### src/rtl/uart_rx_controller.sv
// 8N1 UART receiver that streams each received byte into an SRAM buffer,
// pulsing swap whenever the buffer wraps so a fresh buffer can be rotated in.
module uart_rx_controller #(
  parameter int clk_per_bit = 87,
  parameter int buf_len     = 1001
) (
  input  logic        clk,
  input  logic        reset,
  input  logic        uart_rx_in,
  output logic [15:0] sram_addr,
  output logic [15:0] sram_data,
  output logic        sram_start,
  input  logic        sram_ready,
  output logic        sram_rw,
  output logic        swap,
  output logic        frame_err,
  output logic        overrun
);

  localparam int CW = $clog2(clk_per_bit);
  localparam logic [CW-1:0] BIT_LAST  = CW'(clk_per_bit - 1);
  localparam logic [CW-1:0] BIT_HALF  = CW'((clk_per_bit - 1) / 2);
  localparam logic [15:0]   ADDR_LAST = 16'(buf_len - 1);

  localparam logic [2:0] S_IDLE    = 3'd0;
  localparam logic [2:0] S_START   = 3'd1;
  localparam logic [2:0] S_DATA    = 3'd2;
  localparam logic [2:0] S_STOP    = 3'd3;
  localparam logic [2:0] S_RECOVER = 3'd4;

  localparam logic W_IDLE = 1'b0;
  localparam logic W_WAIT = 1'b1;

  logic          sync1;
  logic          rxs;
  logic [2:0]    rx_state;
  logic [CW-1:0] cnt;
  logic [2:0]    bit_idx;
  logic [7:0]    shreg;
  logic          done;
  logic [7:0]    hold_byte;
  logic          hold_valid;
  logic          w_state;
  logic          w_first;
  logic          take;

  assign sram_rw = 1'b0;

  // A completed byte stays in shreg until the next frame's first data sample,
  // so the holding register can pick it up a cycle after the stop sample.
  always_ff @(posedge clk) begin
    if (!reset) begin
      sync1     <= 1'b1;
      rxs       <= 1'b1;
      rx_state  <= S_IDLE;
      cnt       <= '0;
      bit_idx   <= '0;
      shreg     <= '0;
      done      <= 1'b0;
      frame_err <= 1'b0;
    end else begin
      sync1     <= uart_rx_in;
      rxs       <= sync1;
      done      <= 1'b0;
      frame_err <= 1'b0;
      case (rx_state)
        S_IDLE: begin
          if (!rxs) begin
            rx_state <= S_START;
            cnt      <= '0;
          end
        end
        S_START: begin
          if (cnt == BIT_HALF) begin
            cnt <= '0;
            if (!rxs) begin
              rx_state <= S_DATA;
              bit_idx  <= '0;
            end else begin
              rx_state <= S_IDLE;
            end
          end else begin
            cnt <= cnt + 1'b1;
          end
        end
        S_DATA: begin
          if (cnt == BIT_LAST) begin
            cnt     <= '0;
            shreg   <= {rxs, shreg[7:1]};
            bit_idx <= bit_idx + 3'd1;
            if (bit_idx == 3'd7) rx_state <= S_STOP;
          end else begin
            cnt <= cnt + 1'b1;
          end
        end
        S_STOP: begin
          if (cnt == BIT_LAST) begin
            cnt <= '0;
            if (rxs) begin
              done     <= 1'b1;
              rx_state <= S_IDLE;
            end else begin
              frame_err <= 1'b1;
              rx_state  <= S_RECOVER;
            end
          end else begin
            cnt <= cnt + 1'b1;
          end
        end
        S_RECOVER: begin
          if (rxs) rx_state <= S_IDLE;
        end
        default: rx_state <= S_IDLE;
      endcase
    end
  end

  assign take = (w_state == W_IDLE) && hold_valid && sram_ready;

  // The writer draining the register on the same edge frees the slot.
  always_ff @(posedge clk) begin
    if (!reset) begin
      hold_byte  <= '0;
      hold_valid <= 1'b0;
      overrun    <= 1'b0;
    end else begin
      overrun <= 1'b0;
      if (done && (!hold_valid || take)) begin
        hold_byte  <= shreg;
        hold_valid <= 1'b1;
      end else if (done) begin
        overrun <= 1'b1;
      end else if (take) begin
        hold_valid <= 1'b0;
      end
    end
  end

  // The SRAM lowers ready one cycle after start, so that cycle is skipped.
  always_ff @(posedge clk) begin
    if (!reset) begin
      w_state    <= W_IDLE;
      w_first    <= 1'b0;
      sram_addr  <= '0;
      sram_data  <= '0;
      sram_start <= 1'b0;
      swap       <= 1'b0;
    end else begin
      sram_start <= 1'b0;
      swap       <= 1'b0;
      if (w_state == W_IDLE) begin
        if (take) begin
          sram_data  <= {8'h00, hold_byte};
          sram_start <= 1'b1;
          w_first    <= 1'b1;
          w_state    <= W_WAIT;
        end
      end else begin
        if (w_first) begin
          w_first <= 1'b0;
        end else if (sram_ready) begin
          if (sram_addr == ADDR_LAST) begin
            sram_addr <= '0;
            swap      <= 1'b1;
          end else begin
            sram_addr <= sram_addr + 16'd1;
          end
          w_state <= W_IDLE;
        end
      end
    end
  end

endmodule

### config.mk
export PLATFORM = sky130hd
export DESIGN_NAME = uart_rx_controller
export DESIGN_NICKNAME = d
export VERILOG_FILES = /design/src/rtl/uart_rx_controller.sv
export SDC_FILE = /design/constraint.sdc
export NUM_CORES = 1
export LEC_CHECK = 0
export CAP_MARGIN = 15
export CORE_MARGIN = 1.5
export CORE_UTILIZATION = 50
export DETAILED_ROUTE_END_ITERATION = 16
export PLACE_DENSITY = 0.74
export RECOVER_POWER = 100
export SLEW_MARGIN = 20
export SYNTH_ARGS = -nofsm -noshare
export SYNTH_HDL_FRONTEND = slang
export SYNTH_SLANG_ARGS = --single-unit
### constraint.sdc
create_clock -name clk -period 2.6 [get_ports clk]
set_clock_uncertainty 0.15 [all_clocks]
set_input_delay 0.26 -clock clk [delete_from_list [all_inputs] [get_ports clk]]
set_output_delay 0.26 -clock clk [all_outputs]
set_load 0.02 [all_outputs]
After elaboration in Yosys (flattened, before gate mapping)
Cells that the tools add are included.
{ "op_classes": {"addsub": 3, "n_eq_ne": 16, "mux": 29, "bitwise_logic": 4, "n_reduce_logical": 21} }
{ "ops": {"columns": ["operator", "n"], "rows": [
  ["two-way mux 3 bit", 10],
  ["two-way mux 7 bit", 3],
  ["case mux 7 bit (3 select lines)", 1],
  ["adder 16 x 1 -> 16 bit, second input constant", 1],
  ["equality test 16 x 10 -> 1 bit, second input constant", 1],
  ["two-way mux 16 bit", 1],
  ["case mux 3 bit (5 select lines)", 1],
  ["inequality test 2 bit, second input constant", 7],
  ["two-way mux 1 bit", 11],
  ["AND reduction 2 bit", 4],
  ["adder 7 x 1 -> 7 bit, second input constant", 1],
  ["equality test 7 x 6 -> 1 bit, second input constant", 1],
  ["equality test 7 bit, second input constant", 1],
  ["equality test 3 x 2 -> 1 bit, second input constant", 2],
  ["equality test 3 bit, second input constant", 2],
  ["case mux 3 bit (2 select lines)", 1],
  ["AND reduction 3 bit", 2],
  ["AND reduction 6 bit", 1],
  ["OR reduction 2 bit", 3],
  ["NOT 1 bit", 4],
  ["AND reduction 4 bit", 1],
  ["nonzero test 2 bit", 2],
  ["OR reduction 4 bit", 1],
  ["adder 3 x 1 -> 3 bit, second input constant", 1],
  ["8 further kinds", 10]
]} }
{ "word_totals": {"ff_bits": 63, "in_bits": 4, "output_inout_bits": 37} }

Longest topological paths before layout
{ "depth": {"depth_word": 7, "mapped_depth": 7, "mapped_depth_nobuf": 6} }

Least setup slack after synthesis
OpenSTA, ideal clock, no wires.
{ "synth_path": {"path_type": "register to register", "startpoint": "register sram_addr[0]", "endpoint": "register sram_addr[10]", "t_arrival_ns": 1.985, "t_required_ns": 2.335, "slack_ns": 0.350, "path_stages_with_launch": 8, "path_buffers": 1, "period_less_slack_ns": 2.250, "cell_sequence": "dfxtp_1 > inv_1 > ha_1 > or3b_2 > or4_4 > o21ai_4 > buf_6 > nor2_1"} }
{ "synth_via": {"elab_chain_cells": 2} }
{ "synth_rtl": {"columns": ["item", "line", "source"], "rows": [
  ["start, declared", "10", "output logic [15:0] sram_addr,"],
  ["start signal, assigned", "166", "sram_addr <= sram_addr + 16'd1;"],
  ["adder 16 x 1 -> 16 bit / equality test 16 x 10 -> 1 bit (equally long branches)", "166, 162", null],
  ["two-way mux 16 bit (*)", "162", "if (sram_addr == ADDR_LAST) begin"]
]} }
Every way passes the cells marked *; elsewhere a longest branch is shown, timed or not.
A chain may end at the register's enable or synchronous reset.

Worst setup path in the final report
{ "layout_path": {"startpoint": "register sram_addr[0]", "endpoint": "register sram_addr[14]"} }
Same word-level chain as after synthesis.

==> summary.txt <==
Status
  • Status: finished, final reports clean

Route
  • DR pass1 iterations: 4
  • # DRC: 0
  • DRT iter0 DRCs: between 90 and 100
  • Detail-routed net length per standard cell: 12.55 um
  • DR vias: 2252
  • Via/cell ratio: ~5.2
  • DRT antenna net count: 0
  • Routed WL: 5407 um

Final layout
  • Share of cells above drive strength 1: 6.371%
  • # diodes: 0
  • Post-route design area: 3369 um2
  • Fin nets: 366
  • FF+latch area: 1261 um2
  • Layout fillers: 460
  • Area taken by multi-input logic gates: approximately 1400 um2
  • P&R area growth vs syn: 21.09%

Die
  • I/O pin total: 41
  • Core Footprint: 5238 um2
  • Initial Utilization: 53.13%
  • Rows: 26
  • Die width: 77.60 um
  • DIE AREA: 6022 um2
  • Chip height: 77.60 um

Placement
  • DP Wirelength: 3631 um
  • I/O Buffers: 31
  • GP Congestion: 0.8071
  • Instance area at placement: 3113 um2

Worst hold path
  • Hold path start: sync1
  • Hold path cells: 1
  • Worst hold path class: register to register

Worst setup path
  • Critical path class: register to register
  • Worst path slowest cell: or4_1
  • Reg-to-reg endpoint: sram_addr[14]
  • Worst r2r src: sram_addr[0]
  • Worst path bufs/invs: 1
  • Delay-heaviest family, CP: simple AND/OR/NAND/NOR gates
  • Crit path max fanout: 14
  • Critical path required time: 2660 ps
  • CP endpoint: sram_addr[14]
  • R2r worst-path depth: 6
  • CP cell instances: inv_1 > ha_1 > or3b_2 > or4_1 > o21ai_4 > nor2_1
  • Startpoint types: register
  • Critical Path Sink Type: register
  • Worst EP arrival: 2420 ps
  • Critical Path Stages: 6
  • R2R setup slack: 240 ps
  • Critical path launch point: sram_addr[0]
  • Worst path max stage delay: 610 ps

Power and ir drop
  • PD cells: 643.1 nW/um2
  • Pleak: approximately 1.2 nW
  • Worst-case vdd ir drop: ~0.31 mV

CTS
  • CTS clock-pin slew for the worst setup and hold paths: 80 ps
  • CTS tree: built
  • Post-CTS setup buffer count: 0
  • Clk root buf: clkbuf_8
  • Max clock buf depth: 2
  • Cells resized by post-CTS repair: 0
  • H-tree depth: 3
  • Worst skew pair latency: 340 ps
  • Clock Sinks: 63
  • CTS Buf Count: 9
  • Post-CTS Hold Fix Bufs: 0

Timing
  • Fin. max-slew vios: 0
  • Total negative slack: 0 ps
  • Slew @ Worst Pin: 778.0 ps
  • Tcrit/Tclk final: 90.74%
  • RSZ-0062 raised after global routing: false
  • Final setup viols: 0
  • Max-slew headroom at the worst pin: 47.41%
  • Clock period minus final worst setup slack: around 2400 ps
  • Final Hold Viols: 0
  • Fmax: 423.9 MHz

Global routing
  • Largest net degree at the start of global routing: 33
  • GRT Util Overall: 18.99%
  • Number of global-route vias before repair: 2017
  • Grt total ovfl: 0
  • First-pass GRT wire length: 9190 um
  • Antenna violations before repair: 0

Yosys
  • Synth unique cells: 43
  • Asr flop ratio synth: 0%
  • Synth top area cells: dfxtp_1 (45%), nand2_1 (6.2%), nor2_1 (5.3%)
  • Synth area leader: dfxtp_1
  • #FFs+latches synth: 63
  • Most common cell in the netlist: dfxtp_1
  • Yosys top cell area share: ~45%
  • Sequential share of the synthesized area: 45.32%
  • Mapped Cells: 326
  • Mean post-synth cell area: 8.536 um2
  • Cell area after synthesis: 2783 um2
  • Warnings, synthesis: 0
  • Post-synth EDFFs: 0
  • Commonest register cell after synthesis: dfxtp_1
  • Commonest cells in the netlist: dfxtp_1 (63), nand2_1 (46), nor2_1 (39), a21oi_1 (25)

Run
  • MaxCap Viol Count: 0
==> layout make-up <==
cell class,instances,share of cell area [%]
tap,70,2.599
clock buffer,11,4.196
sequential,63,37.43
multi-input combinational,236,40.81
timing repair buffer,36,10.03
inverter,10,1.114
clock inverter,5,3.825
==> cells by family (layout without fill, tap and decap cells) <==
logic type | count (synthesis) | count (layout) | share of synthesized area [%]
other cells | 1 | 9 | 0.1348
flops | 63 | 63 | 45.32
fa+ha+maj | 6 | 6 | 2.698
xor+xnor | 17 | 17 | 5.351
buf+inv | 35 | 62 | 6.204
simple gates | 153 | 153 | 27.74
compound gates | 42 | 42 | 9.308
mux | 9 | 9 | 3.238
==> worst min-delay path by stage <==
stage	endpoint	slack (ps)
6_report	rxs	250
3_3_place_gp	rxs	240
3_5_place_dp	rxs	250
2_1_floorplan	sync1	210
4_1_cts	rxs	260
5_1_grt	rxs	290
==> worst register-to-register path, cell delays in order (launching register included) <==
cell,delay [ps]
dfxtp_1,370
inv_1,90
ha_1,140
or3b_2,430
or4_1,610
o21ai_4,350
nor2_1,90
==> power by group <==
part | switching, mW | internal (mW)
clock network | 0.370 | 0.762
registers | 0.00537 | 0.969
logic | 0.0430 | 0.0169
total | 0.419 | 1.75
==> metal layers <==
metal / global-route usage, % / part of all wire (%) / vias to the layer above
met5: 0 / 0 / -
met4: 6.000 / 0.74 / 0
met3: 5.529 / 4.1 / 6
met2: 28.35 / 46 / 44
met1: 26.27 / 49 / 1042
li1: - / - / 1160
==> cells in the final DEF, fill, tap and decap left out, types with 8 or more instances in the layout <==
cell,instances
xnor2_1,14
dfxtp_1,63
dlygate4sd3_1,29
nand3_1,11
nand2_1,46
a21oi_1,25
mux2i_1,9
nand4_1,8
nor2_1,39
conb_1,9
nor3_1,11
clkbuf_8,10
inv_1,9
==> flip-flops by register name, indices dropped and copies added, names as in the netlist <==
register and flops:
w_first 1, sram_addr 16, overrun 1, sram_start 1, sync1 1, rxs 1
hold_byte 8, hold_valid 1, sram_data 8, shreg 8, bit_idx 3, w_state 1
done 1, rx_state 3, swap 1, frame_err 1, cnt 7
==> per-stage QoR <==
stage / setup WS (ps) / std cells / hold slack, ps / util (%) / total power, mW
3_3_place_gp: 335.1 / 415 / 237.4 / 59.44 / 1.058
4_1_cts: 264.4 / 431 / 260.1 / 64.60 / 2.185
5_1_grt: 92.82 / 431 / 290.7 / 64.33 / 2.251
2_1_floorplan: 350.4 / 334 / 211.5 / - / 1.052
3_5_place_dp: 289.0 / 415 / 245.1 / 59.44 / 1.059
6_report: 240.7 / 431 / 254.9 / 64.33 / 2.167
Note: power is estimated with default switching activity, not from simulation.
